==> config.mk <==
export PLATFORM = sky130hd
export DESIGN_NAME = piso_bit_serializer
export DESIGN_NICKNAME = d
export VERILOG_FILES = /design/src/rtl/piso_bit_serializer.sv
export SDC_FILE = /design/constraint.sdc
export NUM_CORES = 1
export LEC_CHECK = 0
export CORE_ASPECT_RATIO = 0.6
export CORE_MARGIN = 3
export CORE_UTILIZATION = 40
export CTS_CLUSTER_DIAMETER = 120
export CTS_CLUSTER_SIZE = 30
export DETAILED_ROUTE_END_ITERATION = 8
export PLACE_DENSITY = 0.66
export SETUP_SLACK_MARGIN = 0.05
export SYNTH_ARGS = -nofsm -noshare
export SYNTH_HDL_FRONTEND = slang
export SYNTH_SLANG_ARGS = --single-unit
==> constraint.sdc <==
create_clock -name clk -period 1.75 [get_ports clk]
set_input_delay 0.35 -clock clk [delete_from_list [all_inputs] [get_ports clk]]
set_output_delay 0.35 -clock clk [all_outputs]
set_load 0.01 [all_outputs]
==> src/rtl/piso_bit_serializer.sv <==
// piso_bit_serializer: parallel-in / serial-out feeder for the serial sequence detector.
// Latency: word accepted at edge k shows its first bit in the cycle after edge k; 1 bit/clock sustained.
// Backpressure: in_ready drops while a word is in flight; stall freezes the shifter and holds the current bit.
//
// Ports:
//   clk, reset          - rising-edge clock, synchronous active-high reset
//   in_data/in_valid    - parallel word offered upstream; transfer on in_valid && in_ready
//   in_ready            - high in IDLE, or on an unstalled last bit (zero-gap reload)
//   stall               - downstream pause; holds sh/cnt/state/word_cnt while in SHIFT
//   out/out_valid       - serial bit and its qualifier (each valid bit consumed once)
//   out_last            - current bit is the final bit of the word
//   busy                - a word is in flight
//   word_cnt            - number of fully emitted words, wraps modulo 2^CNT_W
module piso_bit_serializer #(
  parameter int WIDTH     = 8,
  parameter bit MSB_FIRST = 1'b1,
  parameter int CNT_W     = 16
) (
  input  logic             clk,
  input  logic             reset,
  input  logic [WIDTH-1:0] in_data,
  input  logic             in_valid,
  output logic             in_ready,
  input  logic             stall,
  output logic             out,
  output logic             out_valid,
  output logic             out_last,
  output logic             busy,
  output logic [CNT_W-1:0] word_cnt
);

  localparam int            IW       = (WIDTH > 1) ? $clog2(WIDTH) : 1;
  localparam logic [IW-1:0] LAST_IDX = IW'(WIDTH - 1);

  typedef enum logic {
    IDLE  = 1'b0,
    SHIFT = 1'b1
  } state_t;

  state_t          state;
  logic [WIDTH-1:0] sh;
  logic [IW-1:0]    cnt;

  logic             in_shift;
  logic             head_bit;
  logic [WIDTH-1:0] sh_next;

  // Reset is synchronous, so the state register may still read SHIFT while
  // reset is high; every output is gated so nothing leaks during that cycle.
  assign in_shift  = !reset && (state == SHIFT);
  assign busy      = in_shift;
  assign out_valid = in_shift && !stall;
  assign out_last  = in_shift && (cnt == LAST_IDX);

  assign head_bit  = MSB_FIRST ? sh[WIDTH-1] : sh[0];
  // Held bit stays visible under stall; only IDLE forces the line low.
  assign out       = in_shift && head_bit;

  // A stalled last bit is not consumed, so no reload slot is offered then.
  assign in_ready  = !reset && ((state == IDLE) || (out_valid && out_last));

  // Shift toward the output end with zero fill.
  assign sh_next   = MSB_FIRST ? {sh[WIDTH-2:0], 1'b0} : {1'b0, sh[WIDTH-1:1]};

  always_ff @(posedge clk) begin
    if (reset) begin
      state    <= IDLE;
      sh       <= '0;
      cnt      <= '0;
      word_cnt <= '0;
    end else begin
      case (state)
        IDLE: begin
          if (in_valid) begin
            sh    <= in_data;
            cnt   <= '0;
            state <= SHIFT;
          end
        end
        SHIFT: begin
          if (!stall) begin
            if (cnt != LAST_IDX) begin
              sh  <= sh_next;
              cnt <= cnt + IW'(1);
            end else begin
              // Last bit consumed: count it, then reload back-to-back or go idle.
              word_cnt <= word_cnt + CNT_W'(1);
              if (in_valid) begin
                sh  <= in_data;
                cnt <= '0;
              end else begin
                state <= IDLE;
              end
            end
          end
        end
        default: state <= IDLE;
      endcase
    end
  end

endmodule
; Word-level counts from Yosys, hierarchy flattened
; Index checks and enable logic that the tools add are counted.
[totals]
n_memories = 0
input_bits = 12
romBits = 0
latch_bits = 0
output_inout_bits = 21
ram_bits = 0
register_bits = 28
[classes]
bitwise_logic = 3
n_mul = 0
n_addsub = 2
mux = 12
n_eq_ne = 3
n_lt_le_gt_ge = 0
shift = 0
n_div = 0
n_reduce_logical = 10
[ops]
columns = operator, n
row1 = 2-to-1 mux 8 bit, 3
row2 = "adder 16 x 1 -> 16 bit, second input constant", 1
row3 = case mux 8 bit (2 select lines), 1
row4 = 2-to-1 mux 3 bit, 3
row5 = logical AND 1 bit, 6
row6 = case mux 3 bit (2 select lines), 1
row7 = "adder 3 x 1 -> 3 bit, second input constant", 1
row8 = "== test 3 bit, second input constant", 1
row9 = 2-to-1 mux 1 bit, 3
row10 = "inequality test 3 bit, second input constant", 1
row11 = inverter 1 bit, 3
row12 = AND reduction 3 bit, 1
row13 = zero test 1 bit, 2
row14 = "inequality test 2 bit, second input constant", 1
row15 = case mux 1 bit (2 select lines), 1
row16 = logical OR 1 bit, 1

; Logic depth before layout (Yosys ltp)
; Gate-level depths: netlist of run 1.
[logic_depth]
depth_word = 6
ltp_mapped = 7
depth_no_buf = 6

; Worst setup path before layout of run 1
; OpenSTA, ideal clock, no wires.
[synth_path]
path_kind = register -> register
start = register cnt[0]
end = register sh[1]
t_arrival_ns = 1.564
path_slack_ns = 0.068
synth_period_minus_slack_ns = 1.682
path_stages_with_launch = 8
setup_ns = 0.119
path_buffers = 1
t_required_ns = 1.631
path_cell_list = dfxtp_1 ha_1 ha_1 or3b_2 clkbuf_1 nor2_1 nor2_1 o221a_2
[synth_via]
elab_chain_len = 4
[synth_lines]
columns = element, line
row1 = "start, declared", 42  ; logic [IW-1:0] cnt;
row2 = "start signal, assigned", 84  ; cnt <= cnt + IW'(1);
row3 = inequality test 3 bit, 82  ; if (cnt != LAST_IDX) begin
row4 = 2-to-1 mux 8 bit, 82
row5 = 2-to-1 mux 8 bit, 81  ; if (!stall) begin
row6 = case mux 8 bit (2 select lines), 72  ; case (state)
row7 = "end signal, assigned", 75  ; sh <= in_data;
row8 = "end signal, assigned", 83  ; sh <= sh_next;
row9 = "end signal, assigned", 89  ; sh <= in_data;
row10 = "end, declared", 41  ; logic [WIDTH-1:0] sh;
; Every way passes these cells. The select of a mux whose other input is x is not followed.
; A chain may end at the register's enable or synchronous reset.

; Worst setup path in the final report of run 1
[layout_path]
start = register cnt[0]
end = register word_cnt[15]
[layout_via]
elab_chain_len = 3
[layout_lines]
columns = element, line
row1 = inequality test 3 bit, 82
row2 = inverter 1 bit (no line), --
row3 = AND reduction 3 bit (no line), --
row4 = "end signal, assigned", 87  ; word_cnt <= word_cnt + CNT_W'(1);
row5 = "end, declared", 29  ; output logic [CNT_W-1:0] word_cnt
; Every way passes these cells.

==> results of run 1 <==
final cells by class:
| class | count | share of cell area |
|---|---|---|
| Multi-Input combinational cell | 107 | 0.4015 |
| Sequential cell | 28 | 0.3047 |
| Tap cell | 42 | 0.02844 |
| Inverter | 1 | 0.002031 |
| Clock buffer | 3 | 0.02234 |
| Timing Repair Buffer | 49 | 0.2410 |
power by group through the flow:
| stage | registers, mW | clock network (mW) | logic [mW] |
|---|---|---|---|
| after detailed placement | 0.684 | 0 | 0.125 |
| after CTS | 0.670 | 0.354 | 0.126 |
| after global placement | 0.683 | 0 | 0.120 |
| after floorplan | 0.682 | 0 | 0.0616 |
| final | 0.670 | 0.344 | 0.129 |
| after global routing | 0.672 | 0.378 | 0.142 |
worst paths after layout:
| kind | endpoint | cells past startpoint | startpoint | slack, ns |
|---|---|---|---|---|
| setup / recovery | word_cnt[15] | 7 | cnt[0] | -0.004 |
| hold reg to reg | word_cnt[14] | 2 | word_cnt[14] | 0.50 |
| hold / removal | word_cnt[14] | 2 | word_cnt[14] | 0.50 |
| setup reg to reg | word_cnt[15] | 7 | cnt[0] | -0.004 |
sequential cells by signal, indices dropped and copies added, names as in the netlist:
register / count
sh: 8
state: 1
cnt: 3
word_cnt: 16
cells in the mapped netlist, types with 2 or more instances:
cell type / count / area (um^2)
o21ai_0: 5 / 25.02
dfxtp_1: 28 / 560.5
nor2b_1: 4 / 25.02
or3_1: 4 / 25.02
xor2_1: 9 / 78.83
nor2_1: 30 / 112.6
o221a_2: 7 / 78.83
nand3_1: 5 / 25.02
nand2_1: 5 / 18.77
a22oi_1: 2 / 15.01
clkbuf_1: 4 / 15.01
and2_1: 4 / 25.02
nand4_1: 6 / 37.54
ha_1: 3 / 37.54
and4_1: 2 / 17.52
a21oi_1: 7 / 35.03
routing by layer:
metal  vias up  part of all wire  track usage
met5         -                 0            0
met4         0             0.011      0.04571
met3         4             0.031      0.05292
met2        18              0.47       0.2746
met1       553              0.49       0.2304
li1        598                 -            -
worst min-delay path: cells and delay by family, from the launching register on:
| kind | cells | cell delay (ns) |
|---|---|---|
| flip-flops | 1 | 0.34 |
| AO/OA/AOI/OAI | 2 | 0.13 |
per-stage QoR:
step	setup TNS, ns	util	worst slack (ns)
floorplan	0	-	0.06750
global placement	-3.013	0.5785	-0.2710
detailed placement	-3.940	0.5785	-0.3470
CTS	0	0.6076	0.01643
global route	-0.05535	0.6232	-0.05535
finish	-0.004387	0.6232	-0.004387
cells by family after synthesis:
logic type	count (synthesis)	share of synthesized area
AOI/OAI and AO/OA	25	0.1451
DFF	28	0.4392
and+or+nand+nor	68	0.2824
adders and majority gates	3	0.02941
muxes	1	0.007843
buffers and inverters	7	0.02744
xor gates and xnor gates	10	0.06863
what timing repair did:
item | in CTS | in global routing
endpoints found under the setup margin | 22 | 12
pin swaps | 1 | 0
resized for setup | 25 | 11
buffers inserted | 3 | 1
==> impl_metrics.env, run 1 <==
export IMPL_violations="setup timing"
export IMPL_drt_wl_total_um=3273
export IMPL_routedWlPerCell_um=14.23
export IMPL_postRouteAntennaNets=0
export IMPL_yosysUniqueCellTypes=33
export IMPL_drtPass1Iterations=4
export IMPL_finalPower_mw=1.143
export IMPL_yosysSeqAreaShare=0.4392
export IMPL_finalNonFillerCells=230
export IMPL_crit_fanout=6
export IMPL_gp_congestion=0.8084
export IMPL_async_flop_share=0
export IMPL_fmax_ghz=0.5700
export IMPL_switching_share=0.2282
export IMPL_clk_pin_slew_worst_paths_ns=0.09
export IMPL_n_antenna_cell=0
export IMPL_synth_seq_cells=28
export IMPL_post_route_period_util=1.003
export IMPL_worstMarginPinSlew_ns=0.3923
export IMPL_hold_class="flop to flop"
export IMPL_ff_latch_area_um2=563.0
export IMPL_cts_buffers=3
export IMPL_synth_nets=157
export IMPL_drc=0
export IMPL_ios=33
export IMPL_rsz0062_at_grt="yes"
export IMPL_cp_buffers_inverters=1
export IMPL_grt_pass1_vias=1129
export IMPL_synth_main_ff_cell="dfxtp_1"
export IMPL_pwr_share_clk=0.301
export IMPL_finalNetCount=205
export IMPL_die_x_um=78.92
export IMPL_root_buffer="clkbuf_8"
export IMPL_p_int_uw=882.1
export IMPL_cp_end_kind="flop"
export IMPL_relSlewSlack=0.7357
export IMPL_placed_cells=223
export IMPL_startpoint_type="flop"
export IMPL_synthCells=142
export IMPL_finalSetupViolations=1
export IMPL_clock_sinks=28
export IMPL_clock_path_buffers=2
export IMPL_vias_per_cell=5.100
export IMPL_synth_edf_count=0
export IMPL_path_cells="ha_4 -> ha_4 -> buf_6 -> and3b_4 -> nand3_4 -> or4_4 -> a21oi_2"
export IMPL_final_cell_mix="nor2_1 (30), dfxtp_1 (26), clkdlybuf4s50_1 (24)"
export IMPL_first_iter_violations=58
export IMPL_h_tree_depth=1
export IMPL_layout_cells_most_common="nor2_1"
export IMPL_max_stage_delay_ns=0.50
export IMPL_pwr_share_seq=0.586
export IMPL_placeableCoreArea_um2=2965
export IMPL_grt_pass1_wl_um=5333
export IMPL_fin_ws_ns=-0.004387
export IMPL_crit_arrival_ns=1.97
export IMPL_powerDensity_nw_per_um2=618.5
export IMPL_placedInstanceArea_um2=1715
export IMPL_row_count=15
export IMPL_skew_ns=0.005081
export IMPL_initial_core_util=0.4304
export IMPL_p_leak_nw=0.7313
export IMPL_multi_input_area_um2=742.0
export IMPL_cpMostUsedCell="ha_4"
export IMPL_final_max_slew_violation_count=0
export IMPL_grt_antenna_before_repair=0
export IMPL_power_frac_comb=0.113
export IMPL_slowest_stage="or4_4"
export IMPL_fin_area_um2=1848
export IMPL_worst_ep_required_time_ns=1.96
export IMPL_path_delay_family="simple AND/OR/NAND/NOR gates"
export IMPL_cts_tree="built"
export IMPL_area_growth_pct=44.80
export IMPL_yosys_warnings=0
export IMPL_drive_above_1_share=0.2500
export IMPL_hold_violations=0
export IMPL_ir_worst_vdd_v=0.0004217
export IMPL_vias=1173
export IMPL_die_area_um2=3927
export IMPL_grt_overflow=0
export IMPL_grt_max_degree=29
export IMPL_drv_cap=0
export IMPL_port_buffers=32
export IMPL_holdWs_ns=0.5037
export IMPL_mappedNetlistArea_um2=1276
export IMPL_fillerInstances=267
export IMPL_switchingPower_uw=260.9
export IMPL_grt_util_all_layers=0.1734
export IMPL_synth_avg_cell_area_um2=8.987
export IMPL_ctsHoldBuffers=0
export IMPL_detailed_place_hpwl_um=2435
export IMPL_crit_type="flop to flop"
export IMPL_die_h_um=49.76
export IMPL_outcome="finished, violations left"
export IMPL_clk_latency_ns=0.27
export IMPL_layout_min_cycle_time_ns=1.754
Power figures use the tool's default switching activity.
==> run 2, diff against run 1 <==
Settings changed: MAX_ROUTING_LAYER set to met4.
==> impl_metrics.env, run 2 (synthesis results as in run 1) <==
export IMPL_drv_cap=0
export IMPL_die_area_um2=3927
export IMPL_layout_cells_most_common="nor2_1"
export IMPL_root_buffer="clkbuf_8"
export IMPL_drc=0
export IMPL_hold_path_startpoint="word_cnt[14]"
export IMPL_rsz0062_at_grt="yes"
export IMPL_hold_violations=0
export IMPL_fin_area_um2=1848
export IMPL_die_x_um=78.92
export IMPL_grt_antenna_before_repair=0
export IMPL_fmax_ghz=0.5700
export IMPL_startpoint_type="flop"
export IMPL_first_iter_violations=66
export IMPL_cts_tree="built"
export IMPL_relSlewSlack=0.7324
export IMPL_path_cells="ha_4 -> ha_4 -> buf_6 -> and3b_4 -> nand3_4 -> or4_4 -> a21oi_2"
export IMPL_clk_latency_ns=0.27
export IMPL_fillerInstances=267
export IMPL_clk_pin_slew_worst_paths_ns=0.09
export IMPL_worstMarginPinSlew_ns=0.3972
export IMPL_port_buffers=32
export IMPL_area_growth_pct=44.80
export IMPL_crit_fanout=6
export IMPL_detailed_place_hpwl_um=2435
export IMPL_row_count=15
export IMPL_powerDensity_nw_per_um2=619.8
export IMPL_grt_pass1_wl_um=5333
export IMPL_grt_max_degree=29
export IMPL_clock_path_buffers=2
export IMPL_final_max_slew_violation_count=0
export IMPL_worst_ep_required_time_ns=1.96
export IMPL_fin_setup_tns_ns=-0.004251
export IMPL_finalNetCount=205
export IMPL_placedInstanceArea_um2=1715
export IMPL_placeableCoreArea_um2=2965
export IMPL_drt_wl_total_um=3279
export IMPL_post_route_period_util=1.002
export IMPL_h_tree_depth=1
export IMPL_ir_worst_vdd_v=0.0004212
export IMPL_max_flop_register="word_cnt"
export IMPL_grt_pass1_vias=1132
export IMPL_max_stage_delay_ns=0.50
export IMPL_crit_type="flop to flop"
export IMPL_hold_class="flop to flop"
export IMPL_pre_cts_ws_ns=-0.3470
export IMPL_layout_min_cycle_time_ns=1.754
export IMPL_gp_congestion=0.8203
export IMPL_vias=1161
export IMPL_r2r_start="cnt[0]"
export IMPL_clock_sinks=28
export IMPL_startpoint="cnt[0]"
export IMPL_vias_per_cell=5.048
export IMPL_drive_above_1_share=0.2500
export IMPL_slowest_stage="or4_4"
export IMPL_r2r_setup_slack_ns=-0.004
export IMPL_outcome="finished, violations left"
export IMPL_cts_buffers=3
export IMPL_die_h_um=49.76
export IMPL_finalPower_mw=1.145
export IMPL_reg_largest_list="word_cnt x16, sh x8, cnt x3"
export IMPL_violations="setup timing"
export IMPL_drtPass1Iterations=4
export IMPL_grt_util_all_layers=0.1783
export IMPL_cp_end_kind="flop"
export IMPL_finalSetupViolations=1
export IMPL_initial_core_util=0.4304
export IMPL_final_cell_mix="nor2_1 (30), dfxtp_1 (26), clkdlybuf4s50_1 (24)"
export IMPL_ios=33
export IMPL_skew_ns=0.005907
export IMPL_crit_arrival_ns=1.97
export IMPL_largest_register_ffs=16
export IMPL_n_antenna_cell=0
export IMPL_routedWlPerCell_um=14.26
export IMPL_fin_ws_ns=-0.004251
export IMPL_postRouteAntennaNets=0
export IMPL_cpMostUsedCell="ha_4"
export IMPL_p_leak_nw=0.7313
export IMPL_grt_overflow=0
-- run 2: cell counts in the layout (fill, tap and decap cells not counted) --
Identical to the previous run, type by type.
-- run 2: power by group --
group / leakage (nW) / total (mW) / internal [mW] / switching, mW
sequential: 0.229 / 0.670 / 0.658 / 0.0123
clock: 0.0216 / 0.346 / 0.154 / 0.192
combinational: 0.481 / 0.129 / 0.0700 / 0.0588
total: 0.731 / 1.15 / 0.882 / 0.263
-- run 2: worst paths after layout --
check	endpoint	depth (start not counted)
worst min register to register	word_cnt[14]	2
worst max-delay path	word_cnt[15]	7
worst min-delay path	word_cnt[14]	2
worst max register to register	word_cnt[15]	7
-- run 2: worst max-delay path, delay by kind of cell (launching register included) --
kind,cells,cell delay [ns]
and+or+nand+nor,3,0.83
DFF,1,0.36
adders and majority gates,2,0.28
AOI/OAI and AO/OA,1,0.13
buffers and inverters,1,0.09
-- run 2: cell type report --
class / instances / area [um^2] / share of cell area
sequential: 28 / 563.0 / 0.3047
inverter: 1 / 3.754 / 0.002031
multi-input combinational: 107 / 742.0 / 0.4015
tap: 42 / 52.55 / 0.02844
timing repair buffer: 49 / 445.4 / 0.2410
clock buffer: 3 / 41.29 / 0.02234
-- run 2: metal layers --
| metal | vias to the layer above | wire [um] | global-route usage | part of all wire |
|---|---|---|---|---|
| li1 | 597 | - | - | - |
| met1 | 541 | 1580 | 0.2304 | 0.48 |
| met2 | 19 | 1545 | 0.2746 | 0.47 |
| met3 | 4 | 117 | 0.05292 | 0.036 |
| met4 | 0 | 36 | 0.04571 | 0.011 |
| met5 | - | 0 | - | 0 |
-- run 2: repair_timing --
item                                    in CTS  in global routing
endpoints found under the setup margin      22                 12
buffers inserted                             3                  1
pin swaps                                    1                  0
gates resized for setup                     25                 11
hold buffers                                 0                  0
-- run 2: per-stage QoR --
step / utilization / hold WS, ns / cells
6_report: 0.6232 / 0.5037 / 230
5_1_grt: 0.6232 / 0.5357 / 230
4_1_cts: 0.6076 / 0.5047 / 229
3_5_place_dp: 0.5785 / 0.4894 / 223
3_3_place_gp: 0.5785 / 0.4651 / 223
2_1_floorplan: - / 0.4435 / 142
==> run 3, diff against run 2 <==
Settings changed: HOLD_SLACK_MARGIN set to 0.06, SLEW_MARGIN set to 30.
==> results of run 3 <==
Final layout, timing and power as in run 2 (identical DEF).
==> edit 1, RTL diff (settings of run 3) <==
Put one more register stage on the output `word_cnt`, cleared by the reset. The value now appears one clock later. The other outputs are not delayed to match.
--- a/src/rtl/piso_bit_serializer.sv
+++ b/src/rtl/piso_bit_serializer.sv
@@ -39,2 +39,4 @@
 
+  logic [CNT_W-1:0] word_cnt_s0;
+
   state_t          state;
@@ -69,3 +71,3 @@
       cnt      <= '0;
-      word_cnt <= '0;
+      word_cnt_s0 <= '0;
     end else begin
@@ -86,3 +88,3 @@
               // Last bit consumed: count it, then reload back-to-back or go idle.
-              word_cnt <= word_cnt + CNT_W'(1);
+              word_cnt_s0 <= word_cnt_s0 + CNT_W'(1);
               if (in_valid) begin
@@ -101,2 +103,10 @@
 
+  always_ff @(posedge clk) begin
+    if (reset) begin
+      word_cnt <= '0;
+    end else begin
+      word_cnt <= word_cnt_s0;
+    end
+  end
+
 endmodule
Behaviour: not the same (Yosys sat finds a counterexample within 10 cycles, from zero or initial values and one cycle with reset high).
==> edit 1 against run 3 <==
Global-route usage shrank 1.9 points. Cell count grew 27%. Routed wire length grew 18%. Power grew 74%. Area after synthesis grew 34%. Worst setup slack gained 7.5 ps. Sequential cell count grew 16. Design area grew 31%. Via count grew 23%. Clock power grew 140%. Sequential share of layout area grew 6.1 points. Critical path type unchanged. Largest power group unchanged.
==> edit 1: results (changes against run 3) <==
The number of port buffers is 32 (unchanged), and the number of distinct standard cells referenced by the synthesized netlist is 32 (-3.0%). For the count of unresolved DRC violations after routing, the log shows 0 (unchanged). After synthesis, the cell types taking the most area are sky130_fd_sc_hd__dfxtp_1, sky130_fd_sc_hd__nor2_1, sky130_fd_sc_hd__nor2b_1. The final non-filler cell total is 292 (+27%), and the number of antenna cells inserted is 0 (unchanged). The run gives -363 ps (-16.1 ps) as the pre-CTS setup slack. The weighted congestion at the end of routability-driven global placement is 0.814 (-0.82%). Sorting the synthesized cells by how often they occur yields sky130_fd_sc_hd__dfxtp_1, sky130_fd_sc_hd__nor2_1, sky130_fd_sc_hd__nor2b_1.

The tools report the via count of the first global-routing pass as 1,357 (+20%). The biggest cell delay along the critical path is 470 ps (-30 ps), and the CTS clock-pin slew for the worst setup and hold paths is 90 ps (about the same). The routed length per placed instance was 13.2 µm (-7.3%); the count of nets after finishing was 249 (+21%). The via density per instance works out to 4.90 (-3.0%). In the final layout, the registers with the most flip-flops are word_cnt x16, word_cnt_s0 x16, sh x8.

The slew of the pin with the lowest slew margin is 449 ps (+51.4 ps). The clock root buffer master is sky130_fd_sc_hd__clkbuf_8. The detailed-placement wirelength estimate came out at 2870 µm (+18%). Leakage power: 0.000959 µW (+31%).

The tools report the number of buffers created by CTS as 5 (+2). In the synthesized netlist the dominant register cell turns out to be sky130_fd_sc_hd__dfxtp_1. The signal arrival time at the worst endpoint was 1940 ps (-30 ps). The shortest clock period the worst path allows after layout was 1750 ps (-7.50 ps).

The maximum vdd drop was 562 µV (+34%); the latest clock arrival within the worst-skew pair was 300 ps (+30 ps). The global routing usage summed across all routing layers is 16.0% (-1.9 points). The tools report the H-tree level count as 2 (+1). The fraction of final layout cells sized beyond drive strength 1 was 25.1% (+0.11 points).

The clock skew is 12.6 ps (+6.72 ps). The run finished with clean final reports. The first-pass iteration count of the detailed router is 4 (unchanged), and the total congestion overflow is 0 (unchanged). In this run the worst hold path is classified as reg -> reg. Maximum fanout count along the critical path: 6 (unchanged). The tools report the number of cells after detailed placement as 283 (+27%).

Register area share after synthesis: 51.5% (+7.6 points). The worst reg-to-reg setup slack was 3 ps; the buffer levels on the longest clock path was 2 (unchanged). The synthesized area divided by synthesized cell count works out to 9.55 µm² (+6.2%). Tracing the worst setup path back leads to its startpoint at cnt[1]. The tools report the initial antenna violation count as 0 (unchanged).

For the net count after synthesis, the log shows 194 (+24%). For the pin count of the biggest net entering global routing, the log shows 29 (unchanged). The slowest stage of the critical path is the sky130_fd_sc_hd__or4_4 cell.

Wire length of the first global-routing pass: 6380 µm (+20%). The cell family contributing the most delay on the critical path is simple AND/OR/NAND/NOR gates. The initial DRC count came out at 95 (+44%). The share of flip-flops with an asynchronous set or reset after synthesis was 0% (unchanged). Startpoint of the tightest hold check path: word_cnt_s0[15]. The run gives 0 (unchanged) as the number of synthesis warnings.
[edit 1: changes by cell type after synthesis, moves of 4 or more]
cell,delta
sky130_fd_sc_hd__a21oi_1,-4
sky130_fd_sc_hd__dfxtp_1,+16
sky130_fd_sc_hd__nand2_1,+4
sky130_fd_sc_hd__nor2_1,+9
sky130_fd_sc_hd__nor2b_1,+14
sky130_fd_sc_hd__nor4_1,+5
sky130_fd_sc_hd__o21ai_0,-4
sky130_fd_sc_hd__or3_1,-4
sky130_fd_sc_hd__xnor2_1,+7
sky130_fd_sc_hd__xor2_1,-7
[edit 1: logic make-up (layout without fill, tap and decap cells)]
kind of cell | after synthesis | in the layout | synth area share, %
and+or+nand+nor | 91 | 91 | 27.5
DFF | 44 | 44 | 51.5
xor gates and xnor gates | 10 | 10 | 5.12
buffers and inverters | 10 | 66 | 2.27
muxes | 5 | 5 | 3.29
AOI/OAI and AO/OA | 16 | 16 | 8.05
adders and majority gates | 3 | 3 | 2.20
[edit 1: per-stage QoR]
step / power (µW) / hold slack, ps / area, µm² / setup TNS, ps
after floorplan: 1130 / 439 / 1740 / 0
after global placement: 1190 / 467 / 2270 / -3290
after detailed placement: 1190 / 476 / 2270 / -3610
after CTS: 2000 / 486 / 2390 / 0
after global routing: 2060 / 507 / 2420 / -158
final: 1990 / 483 / 2420 / 0
[edit 1: repair_timing]
item                       CTS  global route
cloned                       0             0
pin swaps                    1             3
buffers inserted             1             0
setup endpoints to repair    9            15
hold buffers                 0             0
resized for setup           12            10
[edit 1: path summary, 6_finish.rpt]
path,depth (start not counted),endpoint
worst max-delay path,6,word_cnt_s0[11]
worst min-delay path,1,word_cnt[15]
worst max register to register,6,word_cnt_s0[11]
worst min register to register,1,word_cnt[15]
[edit 1: cell type report]
type / instances / area, µm²
Clock buffer: 6 / 82.6
Clock inverter: 2 / 38.8
Fill cell: 336 / 1450
Inverter: 3 / 11.3
Multi-Input combinational cell: 125 / 856
Sequential cell: 44 / 883
Tap cell: 57 / 71.3
Timing Repair Buffer: 55 / 474
[edit 1: worst register-to-register path, stage by stage, from the launching register on]
cell and delay [ps]:
sky130_fd_sc_hd__dfxtp_2 360, sky130_fd_sc_hd__ha_4 150, sky130_fd_sc_hd__ha_4 160, sky130_fd_sc_hd__nand3b_4 100, sky130_fd_sc_hd__or4_4 470, sky130_fd_sc_hd__nor2_4 130
sky130_fd_sc_hd__mux2_4 290
[edit 1: routing by layer]
metal,GRT usage (%),share of wire [%]
met5,-,0
met4,6.10,1.7
met3,4.28,5.1
met2,23.1,44
met1,21.3,49
[edit 1: report_power, final]
group	switching [µW]	internal [µW]	total (µW)
combinational	68.4	71.4	140
clock	350	467	817
sequential	12.6	1020	1030
total	431	1560	1990
==> edit 2, RTL diff (flow settings as in run 3) <==
Without the edit above. The parameter `CNT_W` goes from 16 to 32.
--- a/src/rtl/piso_bit_serializer.sv
+++ b/src/rtl/piso_bit_serializer.sv
@@ -16,3 +16,3 @@
   parameter bit MSB_FIRST = 1'b1,
-  parameter int CNT_W     = 16
+  parameter int CNT_W     = 32
 ) (
Ports: changed (resized word_cnt); port bits go from 33 to 49. No check against the original RTL was run, so the function may have changed too.
==> edit 2 against run 3 <==
The flow still finishes with violations (setup timing). Core utilization grew 8.3 points. Power grew 61%. Clock skew grew 2.1 ps. Design area is 83% higher. Critical path depth is the same. Routed wire length grew 88%. Worst setup slack got worse by 310 ps. Area after synthesis up 63%. Non-clock buffer count up 54. Sequential cell count up 16. Critical path type unchanged.
==> edit 2: results (changes against run 3) <==
Ranked by instance count, the synthesized netlist is headed by sky130_fd_sc_hd__dfxtp_1, sky130_fd_sc_hd__nor2_1, sky130_fd_sc_hd__a21oi_1. The largest registers in the layout are word_cnt x32, sh x8, cnt x3. Number of port buffers: 48 (+50%). The flow ran to the end, but the final reports show violations. The net count after synthesis was 258 (+64%); the final worst slack was -312 ps (-308 ps). For the final-layout setup total negative slack, the log shows -5860 ps (-5850 ps). The setup-violating endpoint count in the final report was 34 (+33).

The area fraction in compound gates after synthesis came out at 18.3% (+3.8 points). The tools report the post-detailed-routing wire length as 6170 µm (+88%). The first-pass iteration count of the detailed router came out at 5 (+1).

The final non-filler cell total was 404 (+76%); the maximum fanout count along the critical path was 5 (-1). Launch instance of the worst register-to-register path: cnt[1]. The tools report the placed standard-cell area as 0.00296 mm² (+72%).

The wire length of the first global-routing pass came out at 10,100 µm (+89%). The area of the multi-input gates is 0.00135 mm² (+81%). The checks that failed: setup timing. For the count of nets after finishing, the log shows 355 (+73%). Yosys attributes the largest share of cell area to sky130_fd_sc_hd__dfxtp_1, sky130_fd_sc_hd__a21oi_1, sky130_fd_sc_hd__nor2_1.

Number of vias after detailed routing: 2,202 (+90%). The startpoint of the tightest hold check path was word_cnt[28]. The detailed-placement wirelength estimate is 4060 µm (+67%), and the share of cell area taken by muxes after synthesis is 1.02% (+0.24 points).

The synthesized area divided by synthesized cell count is 8.55 µm² (-4.9%). The global routing usage summed across all routing layers was 21.4% (+3.6 points); the latest clock arrival within the worst-skew pair was 290 ps (+20 ps). The tools report the maximum vdd drop as 395 µV (-6.1%). The biggest cell delay along the critical path is 540 ps (+40 ps). The synthesized-area fraction occupied by adder cells was 1.81% (-1.1 points). The number of distinct standard cells referenced by the synthesized netlist came out at 36 (+9.1%). The layout filler cell count was 380 (+42%).
==> edit 2: changes by cell type after synthesis, sizes merged, moves of 5 or more <==
cell,change
a21oi,+18
clkbuf,+7
dfxtp,+16
inv,+5
nand2,+10
o21ai,+6
o31ai,+11
or3,+7
or4,+15
xnor2,+5
xor2,-7
==> edit 2: worst paths after layout <==
check / end / slack (ps) / cells past startpoint
setup / recovery: word_cnt[15] / -310 / 7
hold reg to reg: word_cnt[28] / 500 / 2
hold / removal: word_cnt[28] / 500 / 2
setup reg to reg: word_cnt[15] / -310 / 7
==> edit 2: cell families after synthesis <==
| family | after synthesis |
|---|---|
| AND/OR/NAND/NOR | 106 |
| AO/OA/AOI/OAI | 59 |
| flip-flops | 44 |
| buffers and inverters | 21 |
| XOR/XNOR | 8 |
| adder cells (fa/ha/maj) | 3 |
| multiplexers | 2 |
==> edit 2: power breakdown <==
group          switching (µW)  internal [µW]
clock network             322            322
logic                    77.7           84.4
registers                16.4           1020
total                     416           1430
==> edit 2: final cells by class <==
class | count | share of cell area, %
sequential | 44 | 26.7
multi-input combinational | 180 | 39.9
tap | 63 | 2.34
clock buffer | 8 | 2.67
inverter | 6 | 0.667
timing repair buffer | 103 | 27.8
==> edit 2: timing repair <==
action	CTS	global route
buffers inserted	4	5
cloned	3	0
resized for setup	49	44
setup endpoints to repair	39	54
pin swaps	23	10
==> edit 2: metal layers <==
metal / track usage, % / wire [µm] / part of all wire, % / vias to the layer above
met5: - / 0 / 0 / -
li1: - / - / - / 1091
met2: 30.8 / 2720 / 44 / 54
met4: 3.89 / 40 / 0.65 / 0
met1: 31.2 / 3080 / 50 / 1052
met3: 4.24 / 330 / 5.3 / 5
